## config.mk

```make
export PLATFORM = sky130hd
export DESIGN_NAME = ctrl_sequencer
export DESIGN_NICKNAME = d
export VERILOG_FILES = /design/src/rtl/ctrl_pkg.sv /design/src/rtl/ctrl_mem_timer.sv /design/src/rtl/ctrl_sequencer.sv
export SDC_FILE = /design/constraint.sdc
export NUM_CORES = 1
export LEC_CHECK = 0
export BUFFER_PORTS_ARGS = -buffer_cell sky130_fd_sc_hd__buf_2
export CAP_MARGIN = 20
export CORE_MARGIN = 2
export CORE_UTILIZATION = 45
export CTS_BUF_LIST = sky130_fd_sc_hd__clkbuf_4 sky130_fd_sc_hd__clkbuf_8
export DETAILED_ROUTE_END_ITERATION = 7
export PLACE_DENSITY = 0.72
export SLEW_MARGIN = 20
export SYNTH_ARGS = -nofsm -noshare
export SYNTH_HDL_FRONTEND = slang
export SYNTH_SLANG_ARGS = --single-unit
```

## constraint.sdc

```tcl
create_clock -name clk -period 2.75 [get_ports clk]
set_input_delay 0.1375 -clock clk [delete_from_list [all_inputs] [get_ports clk]]
set_output_delay 0.1375 -clock clk [all_outputs]
set_load 0.05 [all_outputs]
```

## src/rtl/ctrl_pkg.sv

```systemverilog
// Shared definitions for the opcode decoder and the control sequencer:
// bit positions inside the 15-bit control bundle and the sequencer state encoding.
package ctrl_pkg;

    // Control bundle layout
    localparam int CW_W        = 15;
    localparam int CW_REGDST   = 14;
    localparam int CW_BRANCH   = 13;
    localparam int CW_MEMREAD  = 12;
    localparam int CW_MEMTOREG = 11;
    localparam int CW_ALUOP_HI = 10;
    localparam int CW_ALUOP_LO = 3;
    localparam int CW_MEMWRITE = 2;
    localparam int CW_ALUSRC   = 1;
    localparam int CW_REGWRITE = 0;

    // Sequencer state encoding
    localparam logic [1:0] ST_IDLE_ENC = 2'd0;
    localparam logic [1:0] ST_EXEC_ENC = 2'd1;
    localparam logic [1:0] ST_MEM_ENC  = 2'd2;
    localparam logic [1:0] ST_WB_ENC   = 2'd3;

    typedef enum logic [1:0] {
        ST_IDLE = ST_IDLE_ENC,
        ST_EXEC = ST_EXEC_ENC,
        ST_MEM  = ST_MEM_ENC,
        ST_WB   = ST_WB_ENC
    } state_e;

    // A bundle asking for both a read and a write in one access is malformed
    function automatic logic cw_is_illegal(input logic [CW_W-1:0] w);
        return w[CW_MEMREAD] & w[CW_MEMWRITE];
    endfunction

endpackage

```

## src/rtl/ctrl_mem_timer.sv

```systemverilog
// Counts cycles spent waiting on memory. expired is high during the
// MEM_TIMEOUT-th enabled cycle since the last clear, so the caller can
// still honour a mem_ready that arrives in that same cycle.
module ctrl_mem_timer #(
    parameter int MEM_TIMEOUT = 16
) (
    input  logic clk,
    input  logic rst_n,
    input  logic clr,
    input  logic en,
    output logic expired
);

    localparam int TW = $clog2(MEM_TIMEOUT + 1);

    logic [TW-1:0] cnt_q;
    logic [TW-1:0] cnt_d;

    assign expired = (cnt_q == TW'(MEM_TIMEOUT - 1));

    // Next count: clear wins, otherwise count up and saturate at expiry
    always_comb begin
        cnt_d = cnt_q;
        if (clr) begin
            cnt_d = '0;
        end else if (en && !expired) begin
            cnt_d = cnt_q + TW'(1);
        end
    end

    // Counter register
    always_ff @(posedge clk) begin
        if (!rst_n) begin
            cnt_q <= '0;
        end else begin
            cnt_q <= cnt_d;
        end
    end

endmodule

```

## src/rtl/ctrl_sequencer.sv

```systemverilog
// Multi-cycle instruction sequencer between the opcode decoder and the datapath.
// Handshake: a bundle transfers on a rising edge where ctrl_valid && ctrl_ready;
// ctrl_ready is high only in IDLE and the sender holds ctrl_word while it is low.
// done/err mark the last active cycle of an instruction. For NOP and illegal
// bundles that cycle is the one after accept (flagged by nop_q/ill_q); in MEM
// the exit depends on mem_ready in that very cycle, so the pulse is decoded
// from the registered state together with mem_ready.
module ctrl_sequencer
    import ctrl_pkg::*;
#(
    parameter int MEM_TIMEOUT = 16,
    parameter int CNT_W       = 16
) (
    input  logic             clk,
    input  logic             rst_n,
    input  logic             ctrl_valid,
    output logic             ctrl_ready,
    input  logic [14:0]      ctrl_word,
    input  logic             mem_ready,
    output logic             alu_en,
    output logic [7:0]       alu_op,
    output logic             alu_src,
    output logic             reg_dst,
    output logic             br_eval,
    output logic             mem_rd_en,
    output logic             mem_wr_en,
    output logic             mem_to_reg,
    output logic             reg_wr_en,
    output logic             done,
    output logic             err,
    output logic [CNT_W-1:0] retired,
    output logic [1:0]       state_dbg
);

    state_e              state_q, state_d;
    logic [CW_W-1:0]     word_q, word_d;
    logic                nop_q, nop_d;
    logic                ill_q, ill_d;
    logic [CNT_W-1:0]    retired_q, retired_d;
    logic                tmr_clr, tmr_en, tmr_expired;

    // Fields of the latched bundle
    logic w_branch, w_mem_rd, w_mem_wr, w_mem_to_reg, w_reg_wr;
    assign w_branch     = word_q[CW_BRANCH];
    assign w_mem_rd     = word_q[CW_MEMREAD];
    assign w_mem_wr     = word_q[CW_MEMWRITE];
    assign w_mem_to_reg = word_q[CW_MEMTOREG];
    assign w_reg_wr     = word_q[CW_REGWRITE];

    assign ctrl_ready = (state_q == ST_IDLE);
    assign alu_op     = word_q[CW_ALUOP_HI:CW_ALUOP_LO];
    assign alu_src    = word_q[CW_ALUSRC];
    assign reg_dst    = word_q[CW_REGDST];
    assign retired    = retired_q;
    assign state_dbg  = state_q;

    ctrl_mem_timer #(
        .MEM_TIMEOUT(MEM_TIMEOUT)
    ) u_timer (
        .clk    (clk),
        .rst_n  (rst_n),
        .clr    (tmr_clr),
        .en     (tmr_en),
        .expired(tmr_expired)
    );

    // Next state, latched word and per-state strobes
    always_comb begin
        state_d    = state_q;
        word_d     = word_q;
        nop_d      = 1'b0;
        ill_d      = 1'b0;
        done       = nop_q;
        err        = ill_q;
        alu_en     = 1'b0;
        br_eval    = 1'b0;
        mem_rd_en  = 1'b0;
        mem_wr_en  = 1'b0;
        mem_to_reg = 1'b0;
        reg_wr_en  = 1'b0;
        tmr_clr    = 1'b1;
        tmr_en     = 1'b0;

        case (state_q)
            ST_IDLE: begin
                // The word is only meaningful while an instruction is in flight
                word_d = '0;
                if (ctrl_valid) begin
                    word_d = ctrl_word;
                    if (ctrl_word == '0) begin
                        nop_d = 1'b1;
                    end else if (cw_is_illegal(ctrl_word)) begin
                        ill_d = 1'b1;
                    end else begin
                        state_d = ST_EXEC;
                    end
                end
            end
            ST_EXEC: begin
                alu_en  = 1'b1;
                br_eval = w_branch;
                if (w_mem_rd || w_mem_wr) begin
                    state_d = ST_MEM;
                end else if (w_reg_wr) begin
                    state_d = ST_WB;
                end else begin
                    done    = 1'b1;
                    state_d = ST_IDLE;
                    word_d  = '0;
                end
            end
            ST_MEM: begin
                mem_rd_en = w_mem_rd;
                mem_wr_en = w_mem_wr;
                tmr_clr   = 1'b0;
                tmr_en    = 1'b1;
                if (mem_ready) begin
                    if (w_reg_wr) begin
                        state_d = ST_WB;
                    end else begin
                        done    = 1'b1;
                        state_d = ST_IDLE;
                        word_d  = '0;
                    end
                end else if (tmr_expired) begin
                    err     = 1'b1;
                    state_d = ST_IDLE;
                    word_d  = '0;
                end
            end
            ST_WB: begin
                reg_wr_en  = 1'b1;
                mem_to_reg = w_mem_to_reg;
                done       = 1'b1;
                state_d    = ST_IDLE;
                word_d     = '0;
            end
            default: begin
                state_d = ST_IDLE;
                word_d  = '0;
            end
        endcase

        retired_d = retired_q + CNT_W'(done);
    end

    // State, latched word, one-shot flags and retire counter
    always_ff @(posedge clk) begin
        if (!rst_n) begin
            state_q   <= ST_IDLE;
            word_q    <= '0;
            nop_q     <= 1'b0;
            ill_q     <= 1'b0;
            retired_q <= '0;
        end else begin
            state_q   <= state_d;
            word_q    <= word_d;
            nop_q     <= nop_d;
            ill_q     <= ill_d;
            retired_q <= retired_d;
        end
    end

endmodule

```

==> summary.txt, run 1 <==
Clock tree
  – Clock sinks: 40
  – Post-CTS Setup Inserts: 0
  – CTS Buffer Depth: 2
  – PostCTS Resize Cnt: 0
  – TritonCTS buffer count: 5
  – Hold Buf Count CTS: 0
  – H-tree levels: 2
  – Clock tree from TritonCTS: done
  – Clock Latency Late Sink: approximately 0.29 ns
  – Root buf cell: clkbuf_8
  – CTS clock-pin slew for the worst setup and hold paths: around 0.08 ns

Detailed routing
  – DR iter-0 viols: 53
  – Via density: approximately 5.2
  – Drt drc: 0
  – Vias after detailed routing: about 1,400
  – Routed wire per std cell: between 10 and 15 um
  – Drt first pass iters: 4
  – Post-detailed-route count of antenna-violating nets: 0
  – WL final: about 3500 um

Setup path
  – R2r setup slk: approximately 0.43 ns
  – Crit path DAT: between 2 and 3 ns
  – Max FO, Critical Path: 11
  – R2r startpoint: state_dbg[0]
  – Buf+Inv Stages, Crit Path: 0
  – CP Class: reg2reg
  – Largest stage delay, worst path: around 0.48 ns
  – Kind of cell adding the most delay to the critical path: simple AND/OR/NAND/NOR gates
  – Worst setup path startpoint: state_dbg[0]
  – Critical path cell sequence: or3b_2, nor2_1, nor2_1, nand2_2, ha_1, ha_1, and4_1, nand3_1, o21a_1, o21a_1
  – CP Capture Type: flip-flop
  – Worst path slowest cell: or3b_2
  – CP required: 2.94 ns
  – Setup crit start kind: flip-flop

Logic synthesis
  – Syn_area_per_cell: between 9 and 10 um2
  – Post-synthesis sequential area ratio: between 40 and 50%
  – Post-synthesis net count: between 200 and 250
  – Cells after synthesis: between 150 and 200
  – Synth area leaders: dfxtp_1 45%, xor2_1 5.9%, a22o_2 5.0%
  – Most frequent cells after synthesis: 40 x dfxtp_1, 23 x nor2_1, 12 x xor2_1
  – Distinct cells, synth: 39
  – Leading area contributor after synthesis: dfxtp_1
  – Ys async rst share: 0%
  – Main flop type after synthesis: dfxtp_1
  – YS warnings: 0
  – Top-area cell type share of the netlist area: roughly 45%
  – #FFs+latches synth: 40
  – Cell with the most instances after synthesis: dfxtp_1
  – EDFF count, synth: 0
  – Mapped Area: 0.00179 mm2

Power
  – Pwr dens: between 500 and 600 mW/mm2
  – VDD IR max: 416 uV
  – Total power: around 1.2 mW
  – Leakage Power: 0.982 nW

Cells and area
  – Layout Utilization: 56.6%
  – Area grow syn2layout: 18.4%
  – ANT cells: 0
  – Layout net count: 252
  – Layout cells sized above 1: 36.1%
  – # fillers: 354

Placement
  – Port Buffers: 55
  – GP Congestion: around 0.75
  – DP Wirelength: 2590 um

Timing
  – Clock skew: between 0.008 and 0.009 ns
  – RSZ-0062 raised after global routing: false
  – Final Hold Vio Count: 0
  – FMAX: approximately 430 MHz
  – WHS: between 0.07 and 0.08 ns
  – Final TNS setup: 0 ns
  – Final Cycle Share: a little over four fifths
  – Tmin final: between 2 and 2.5 ns
  – Relative slew margins: 65.6%
  – Final setup fails: 0
  – Final Max Tran Viols: 0
  – Worst Max-Slew Pin Slew: 0.517 ns

Floorplan
  – Die footprint: between 0.004 and 0.005 mm2
  – Row Count: 22
  – Die width: approximately 67 um
  – Die height: ~67 um
  – Core area: 0.00374 mm2
  – Starting Density: about 48%
  – I/O pin total: 56

Global routing
  – Number of global-route vias before repair: 1,362
  – Global-route wire length before repair: 5910 um
  – Initial antenna violation count: 0
  – Pin count of the biggest net entering global routing: 16
  – Total track usage: ~17%
  – GRT overflow: 0

Run
  – Max cap viols: 0

Status
  – Outcome: complete, no violations

Min path
  – Hold Startpoint: ctrl_word[11]
  – Worst min path class: in2reg
worst reg2reg max path, delay by kind of cell, from the launching register on:
kind,cells,cell delay (ns)
adder cells (fa/ha/maj),2,0.37
flip-flops,1,0.41
AND/OR/NAND/NOR,6,1.09
AO/OA/AOI/OAI,2,0.35
layer usage:
layer / global-route usage, % / routed length (um) / vias up / share of wire (%)
met5: 0 / 0 / - / 0
li1: - / - / 722 / -
met3: 4.39 / 189 / 5 / 5.4
met1: 20.2 / 1590 / 673 / 45
met4: 8.16 / 51 / 0 / 1.5
met2: 29.1 / 1660 / 37 / 48
logic make-up after synthesis:
logic type               after synthesis  synth area share [%]
multiplexers                           1                 0.559
XOR/XNOR                              14                  6.85
buffers and inverters                 20                  7.41
adder cells (fa/ha/maj)                4                  2.80
flip-flops                            40                  44.8
AO/OA/AOI/OAI                         30                  14.4
AND/OR/NAND/NOR                       75                  23.2
final cells by class:
cell class                      instances  area [um2]  share of cell area (%)
Clock inverter                          2        35.0                    1.65
Clock buffer                            6        76.3                    3.60
Timing Repair Buffer                   55         275                    13.0
Inverter                                3        11.3                   0.532
Multi-Input combinational cell        124         858                    40.5
Tap cell                               48        60.1                    2.84
Sequential cell                        40         802                    37.9
layout by cell type (no fill, tap or decap), drive strengths merged, types with 5 or more instances in the layout:
cell     n
a22o    14
and2     7
buf     55
clkbuf   6
dfxtp   40
nand2    5
nand3    9
nand4    5
nor2    23
nor3     6
o21a     6
xor2    12
metrics by stage:
step / cells / setup WS, ns / cell area, um2
floorplan: 184 / 0.0510 / 1790
global placement: 270 / 0.495 / 2010
detailed placement: 270 / 0.430 / 2010
CTS: 278 / 0.427 / 2120
global route: 278 / 0.235 / 2120
finish: 278 / 0.427 / 2120
final timing paths:
kind / end / cells past startpoint
max: retired[14] / 10
min: word_q[11] / 2
max reg2reg: retired[14] / 10
min reg2reg: word_q[10] / 1
flip-flops by register name (all words and copies together), names as in the netlist:
signal and flops:
retired 16, word_q 15, u_timer.cnt_q 5, state_dbg 2, ill_q 1, nop_q 1
report_power, final:
part	total [mW]	internal (mW)	switching [mW]
logic	0.128	0.0399	0.0880
clock network	0.477	0.279	0.197
registers	0.605	0.594	0.0115
total	1.21	0.913	0.297
Note: power is estimated with default switching activity, not from simulation.
==> run 2, diff against run 1 <==
- PLACE_DENSITY: 0.72 -> 0.75
- clock period: 2.75 -> 1.96 ns (I/O delays scaled with it)
==> run 2 against run 1 <==
  * Die area did not move
  * Register-to-register slack got worse by 0.46 ns
  * Combinational power rose by 63%
  * Count of clock-buffer cells in the layout rose by 2
  * Sequential share of layout area fell by 2.8 points
  * Sequential cell count did not move
  * The flow now finishes with violations (setup timing)
==> summary.txt, run 2 (synthesis gave the netlist of run 1 again) <==
Run
  – Max cap viols: 0 (unchanged)

Cells and area
  – # fillers: 342 (-3.4%)
  – Layout net count: 263 (+4.4%)
  – Max reg flops: 16 (unchanged)
  – Layout cells sized above 1: 45.2% (+9.1 points)
  – Register area: 806 um2 (+0.47%)
  – ANT cells: 0 (unchanged)
  – Commonest non-fill, non-tap cell in the layout: buf_2
  – Commonest non-fill, non-tap cells in the layout: 54 x buf_2, 38 x dfxtp_1, 21 x nor2_1
  – Layout Utilization: 61.4% (+4.8 points)
  – Area grow syn2layout: 28.4%
  – Final Cell Area: 0.00230 mm2 (+8.4%)
  – Area occupied by multi-input gates: 936 um2 (+9.0%)

Setup path
  – R2r setup slk: -0.03 ns (-0.46 ns)
  – CP Class: reg2reg
  – Largest stage delay, worst path: 0.39 ns (-0.09 ns)
  – Max FO, Critical Path: 5 (-6)
  – Buf+Inv Stages, Crit Path: 0 (unchanged)
  – Worst path slowest cell: or3b_4
  – Worst reg2reg endpoint: retired[14]
  – Kind of cell adding the most delay to the critical path: simple AND/OR/NAND/NOR gates
  – CP Capture Type: flip-flop
  – Depth of the worst register-to-register path: 10 (unchanged)
  – Critical path cell sequence: or3b_4, nor2_4, nor2_2, nand2_4, ha_4, ha_4, and4_4, nand3_2, o21a_1, o21a_1
  – Crit path DAT: 2.19 ns (-0.32 ns)
  – CP required: 2.16 ns (-0.78 ns)
  – R2r startpoint: state_dbg[0]
  – Setup crit start kind: flip-flop

Status
  – Outcome: finished with violations
  – Failing checks: setup timing

Timing
  – Final setup fails: 1 (+1)
  – Final Hold Vio Count: 0 (unchanged)
  – RSZ-0062 raised after global routing: true
  – FMAX: 502 MHz (+17%)
  – Clock skew: 0.00742 ns (-0.00104 ns)
  – Final Cycle Share: 102% (+17 points)
  – Tmin final: 1.99 ns (-0.330 ns)
  – Final Max Tran Viols: 0 (unchanged)
  – Worst Max-Slew Pin Slew: 0.333 ns (-0.184 ns)
  – Worst Slack Setup Final: -0.0329 ns (-0.460 ns)
  – Relative slew margins: 77.6% (+12 points)

Clock tree
  – Clock tree from TritonCTS: done
  – Clock Latency Late Sink: 0.30 ns (about the same)
  – Hold Buf Count CTS: 0 (unchanged)
  – CTS Buffer Depth: 2 (unchanged)
  – CTS clock-pin slew for the worst setup and hold paths: 0.07 ns (about the same)
  – Clock sinks: 40 (unchanged)
  – Root buf cell: clkbuf_8
  – TritonCTS buffer count: 5 (unchanged)
  – H-tree levels: 2 (unchanged)

Global routing
  – Global-route wire length before repair: 5990 um (+1.4%)
  – M3 GR Usage: 6.93% (+2.5 points)
  – GRT busiest layer: met2
  – Initial antenna violation count: 0 (unchanged)
  – Pin count of the biggest net entering global routing: 16 (unchanged)
  – Total track usage: 17.9% (+0.64 points)
  – Met2 usage: 29.1% (unchanged)
  – GRT overflow: 0 (unchanged)
  – Number of global-route vias before repair: 1,395 (+2.4%)
  – Met1 usage: 21.3% (+1.1 points)

Floorplan
  – I/O pin total: 56 (unchanged)
  – Die width: 67.1 um (unchanged)
  – Core area: 0.00374 mm2 (unchanged)
  – Row Count: 22 (unchanged)
  – Die height: 67.1 um (unchanged)
  – Starting Density: 47.8% (unchanged)
  – Die footprint: 0.00450 mm2 (unchanged)

Power
  – Total power: 1.66 mW (+37%)
  – Switching power: 0.424 mW (+43%)
  – Seq pwr share: 50.8% (+0.8 points)
  – VDD IR max: 621 uV (+49%)
  – Pwr dens: 724 mW/mm2 (+27%)
  – Internal power: 1.24 mW (+36%)
  – Clk pwr share: 36.7% (-2.7 points)
  – Comb pwr share: 12.5% (+1.9 points)
  – Switch share: 25.5% (+0.91 points)
  – Leakage Power: 1.04 nW (+6.2%)

Detailed routing
  – Routed wire per std cell: 12.9 um (+2.4%)
  – Vias after detailed routing: 1,485 (+3.3%)
  – Drt drc: 0 (unchanged)
  – Drt first pass iters: 4 (unchanged)
  – Via density: 5.14 (-0.59%)
  – Post-detailed-route count of antenna-violating nets: 0 (unchanged)
  – WL final: 3720 um (+6.4%)
  – DR iter-0 viols: 58 (+9.4%)

Placement
  – GP Congestion: 0.774 (+2.9%)
  – DP Wirelength: 2650 um (+2.4%)
  – Placement Cell Area: 0.00216 mm2 (+7.7%)
  – Port Buffers: 55 (unchanged)

Min path
  – Hold worst-path end: word_q[11]
  – Worst min path class: in2reg
  – Hold Startpoint: ctrl_word[11]
  – Hold Path Depth: 2 (unchanged)
==> run 2: how the worst max path moves through the flow <==
| stage | cells past startpoint | start | endpoint |
|---|---|---|---|
| after detailed placement | 10 | state_dbg[0] | retired[14] |
| after global routing | 10 | state_dbg[0] | retired[14] |
| after global placement | 10 | state_dbg[0] | retired[14] |
| after floorplan | 11 | state_dbg[0] | retired[14] |
| after CTS | 10 | state_dbg[0] | retired[14] |
| final | 10 | state_dbg[0] | retired[14] |
==> run 2: through the flow <==
step | setup slack [ns] | std cells | hold slack, ns | TNS (ns)
after floorplan | -0.377 | 184 | 0.215 | -6.69
after global placement | -0.0126 | 281 | 0.331 | -0.0126
after detailed placement | -0.0760 | 281 | 0.338 | -0.0844
after CTS | -0.0554 | 289 | 0.0191 | -0.0554
after global routing | -0.102 | 289 | 0.0322 | -0.228
final | -0.0329 | 289 | 0.0278 | -0.0329
==> run 2: final cells by class <==
type                    instances  area share, %
inverters                       3          0.490
clock buffers                   8           4.52
repair buffers                 66           16.6
well taps                      48           2.61
multi-input cells             124           40.7
flip-flops and latches         40           35.1
==> run 2: worst reg2reg max path, cell delays in order (launching register included) <==
cell     delay [ns]
dfxtp_4        0.34
or3b_4         0.39
nor2_4         0.09
nor2_2         0.05
nand2_4        0.07
ha_4           0.14
ha_4           0.14
and4_4         0.24
nand3_2        0.09
o21a_1         0.17
o21a_1         0.16
==> run 2: routing by layer <==
| layer | routed length [um] | up-vias |
|---|---|---|
| met5 | 0 | - |
| met4 | 52 | 0 |
| met3 | 214 | 6 |
| met2 | 1720 | 38 |
| met1 | 1730 | 691 |
| li1 | - | 750 |
==> run 2: power by group through the flow <==
| stage | Clock, mW | Sequential, mW | Combinational, mW |
|---|---|---|---|
| floorplan | 0 | 0.885 | 0.129 |
| global placement | 0 | 0.863 | 0.205 |
| detailed placement | 0 | 0.863 | 0.206 |
| CTS | 0.626 | 0.844 | 0.207 |
| global route | 0.660 | 0.848 | 0.222 |
| finish | 0.610 | 0.846 | 0.208 |
==> run 2: repair_timing <==
| action | 4_1_cts | 5_1_grt |
|---|---|---|
| buffers inserted | 0 | 1 |
| gates resized for setup | 3 | 10 |
| pin swaps | 4 | 2 |
| endpoints found under the setup margin | 5 | 12 |
| gates cloned | 0 | 0 |
==> run 3, diff against run 2 <==
- ABC_AREA: not set -> 1
- PLACE_DENSITY: 0.75 -> not set
- PLACE_DENSITY_LB_ADDON: not set -> 0.12
==> run 3 against run 2 <==
  * Final cell count is 70% higher
  * Critical path type is now reg2out
  * Highest routed layer unchanged
  * Die area rose by 27%
  * Critical path depth down 3
  * The run now ends clean
  * First-iteration DRC count is 140% higher
  * Power increased by 17%
==> summary.txt, run 3 <==
Logic synthesis
  – #FFs+latches synth: 40 (unchanged)
  – Syn_area_per_cell: 6.29 um2 (-35%)
  – Most frequent cells after synthesis: 96 x nand2_1, 54 x inv_1, 50 x nand3_1
  – Distinct cells, synth: 28 (-28%)
  – Ys async rst share: 0% (unchanged)
  – Cells after synthesis: 367 (+99%)
  – Cell with the most instances after synthesis: nand2_1
  – Mapped Area: 0.00231 mm2 (+29%)
  – Post-synthesis net count: 390 (+88%)
  – Post-synthesis sequential area ratio: 34.7% (-10 points)
  – Top-area cell type share of the netlist area: 34.7% (-10 points)
  – Main flop type after synthesis: dfxtp_1
  – YS warnings: 0 (unchanged)
  – Synth area leaders: dfxtp_1 35%, nand2_1 16%, nand3_1 11%
  – Leading area contributor after synthesis: dfxtp_1
  – EDFF count, synth: 0 (unchanged)

Setup path
  – Depth of the worst register-to-register path: 12 (+2)
  – CP required: 1.86 ns (-0.30 ns)
  – R2r startpoint: state_dbg[1]
  – Kind of cell adding the most delay to the critical path: adder cells
  – Instance count on the critical path: 7 (-3)
  – Max FO, Critical Path: 5 (unchanged)
  – CP Class: reg2out
  – Worst path slowest cell: dfxtp_1
  – Buf+Inv Stages, Crit Path: 2 (+2)
  – R2r setup slk: 0.14 ns (+0.17 ns)
  – Critical path cell sequence: ha_1, nand2_1, nor2_1, ha_1, buf_4, a31o_2, buf_2
  – Largest stage delay, worst path: 0.34 ns (-0.05 ns)
  – Setup crit start kind: flip-flop
  – Cell mode on critical path: ha_1
  – Crit path DAT: 1.75 ns (-0.44 ns)
  – Worst reg2reg endpoint: retired[8]
  – CP Capture Type: primary output

Clock tree
  – Hold Buf Count CTS: 0 (unchanged)
  – Root buf cell: clkbuf_8
  – Post-CTS Setup Inserts: 0 (unchanged)
  – H-tree levels: 2 (unchanged)
  – TritonCTS buffer count: 5 (unchanged)
  – CTS clock-pin slew for the worst setup and hold paths: 0.08 ns (about the same)
  – Clock sinks: 40 (unchanged)
  – Clock Latency Late Sink: 0.30 ns (about the same)
  – CTS Buffer Depth: 2 (unchanged)
  – PostCTS Resize Cnt: 0 (-3)
  – Clock tree from TritonCTS: done

Timing
  – RSZ-0062 raised after global routing: false
  – Final setup fails: 0 (-1)
  – Final Max Tran Viols: 0 (unchanged)
  – Worst Max-Slew Pin Slew: 0.443 ns (+0.110 ns)
  – Final TNS setup: 0 ns (+0.0329 ns)
  – Clock skew: 0.00637 ns (-0.00105 ns)
  – FMAX: 540 MHz (+7.6%)
  – Tmin final: 1.85 ns (-0.140 ns)
  – Final Hold Vio Count: 0 (unchanged)
  – Relative slew margins: 70.3% (-7.3 points)
  – Final Cycle Share: 94.5% (-7.1 points)

Min path
  – Worst min path class: in2reg
  – Hold Startpoint: ctrl_word[10]
  – Hold worst-path end: word_q[10]
  – Hold Path Depth: 3 (+1)

Global routing
  – Global-route wire length before repair: 8840 um (+48%)
  – GRT overflow: 0 (unchanged)
  – Number of global-route vias before repair: 1,942 (+39%)
  – Initial antenna violation count: 0 (unchanged)
  – Pin count of the biggest net entering global routing: 16 (unchanged)
  – Total track usage: 20.3% (+2.4 points)

Floorplan
  – I/O pin total: 56 (unchanged)
  – Starting Density: 45.8% (-2.0 points)
  – Row Count: 26 (+18%)
  – Core area: 0.00504 mm2 (+35%)
  – Die footprint: 0.00572 mm2 (+27%)
  – Die height: 75.6 um (+13%)
  – Die width: 75.6 um (+13%)

Detailed routing
  – WL final: 5720 um (+54%)
  – Drt first pass iters: 4 (unchanged)
  – DR iter-0 viols: 142 (+140%)
  – Vias after detailed routing: 2,357 (+59%)
  – Post-detailed-route count of antenna-violating nets: 0 (unchanged)
  – Routed wire per std cell: 11.6 um (-9.4%)
  – Via density: 4.80 (-6.6%)
  – Drt drc: 0 (unchanged)

Cells and area
  – Final Cell Area: 0.00281 mm2 (+22%)
  – Layout cells sized above 1: 22.1% (-23 points)
  – Area grow syn2layout: 21.6%
  – Max reg flops: 16 (unchanged)
  – Layout net count: 443 (+68%)
  – Commonest non-fill, non-tap cells in the layout: 95 x nand2_1, 55 x buf_2, 53 x inv_1
  – ANT cells: 0 (unchanged)
  – Commonest non-fill, non-tap cell in the layout: nand2_1

Power
  – Leakage Power: 1.42 nW (+36%)
  – VDD IR max: 352 uV (-43%)
  – Pwr dens: 695 mW/mm2 (-4.0%)

Placement
  – GP Congestion: 0.837 (+8.1%)
  – DP Wirelength: 4290 um (+62%)
  – Port Buffers: 55 (unchanged)
  – Placement Cell Area: 0.00268 mm2 (+24%)

Run
  – Max cap viols: 0 (unchanged)

Status
  – Outcome: complete, no violations
## run 3: changes by cell type after synthesis, sizes merged, moves of 4 or more
| cell | change |
|---|---|
| inv | +52 |
| a21oi | +24 |
| o21a | -6 |
| o21ai | +5 |
| a22o | -14 |
| nor2 | +22 |
| and3 | -4 |
| nand3 | +41 |
| buf | +4 |
| and2 | -7 |
| xor2 | -10 |
| nand2 | +93 |
## run 3: how the worst max path moves through the flow
stage                      from  slack (ns)    endpoint
3_5_place_dp         word_q[12]        0.10  retired[8]
4_1_cts        u_timer.cnt_q[0]        0.09         err
2_1_floorplan      state_dbg[1]       -0.13  retired[8]
3_3_place_gp          word_q[2]        0.15  retired[8]
5_1_grt            state_dbg[1]        0.03  retired[9]
6_report       u_timer.cnt_q[0]        0.11         err
## run 3: kinds of logic after synthesis
group | share of synthesized area, %
compound gates | 9.21
xor+xnor | 1.14
fa+ha+maj | 2.17
buf+inv | 14.8
flops | 34.7
simple gates | 38.0
## run 3: tightest hold or removal path, delay by kind of cell
family                 cells  cell delay, ns
and+or+nand+nor            2            0.12
buffers and inverters      1            0.09
## run 3: power breakdown
part / leakage [nW] / internal (mW) / switching [mW] / total, mW
Sequential: 0.326 / 0.841 / 0.0278 / 0.869
Combinational: 1.03 / 0.111 / 0.272 / 0.383
Clock: 0.0586 / 0.392 / 0.306 / 0.699
Total: 1.42 / 1.34 / 0.606 / 1.95
## run 3: layout make-up
type | count | area, um2
Fill cell | 540 | 2240
Clock inverter | 2 | 35.0
Multi-Input combinational cell | 251 | 1230
Timing Repair Buffer | 66 | 358
Clock buffer | 6 | 76.3
Sequential cell | 40 | 808
Tap cell | 70 | 87.6
Inverter | 56 | 213
## run 3: through the flow
| step | std cells | setup WS, ns | hold WS, ns | total power [mW] | utilization (%) |
|---|---|---|---|---|---|
| 6_report | 491 | 0.107 | 0.0417 | 1.95 | 55.7 |
| 5_1_grt | 491 | 0.0328 | 0.0581 | 2.04 | 55.7 |
| 4_1_cts | 491 | 0.0911 | 0.0342 | 1.96 | 55.4 |
| 3_5_place_dp | 483 | 0.103 | 0.344 | 1.27 | 53.2 |
| 3_3_place_gp | 483 | 0.145 | 0.348 | 1.27 | 53.2 |
| 2_1_floorplan | 367 | -0.132 | 0.222 | 1.18 | - |
## run 3: metal layers
metal / track usage, % / vias up / wire length, um
met2: 35.3 / 63 / 2800
li1: - / 1255 / -
met3: 4.37 / 7 / 373
met5: 0 / - / 0
met1: 25.7 / 1032 / 2480
met4: 4.68 / 0 / 57
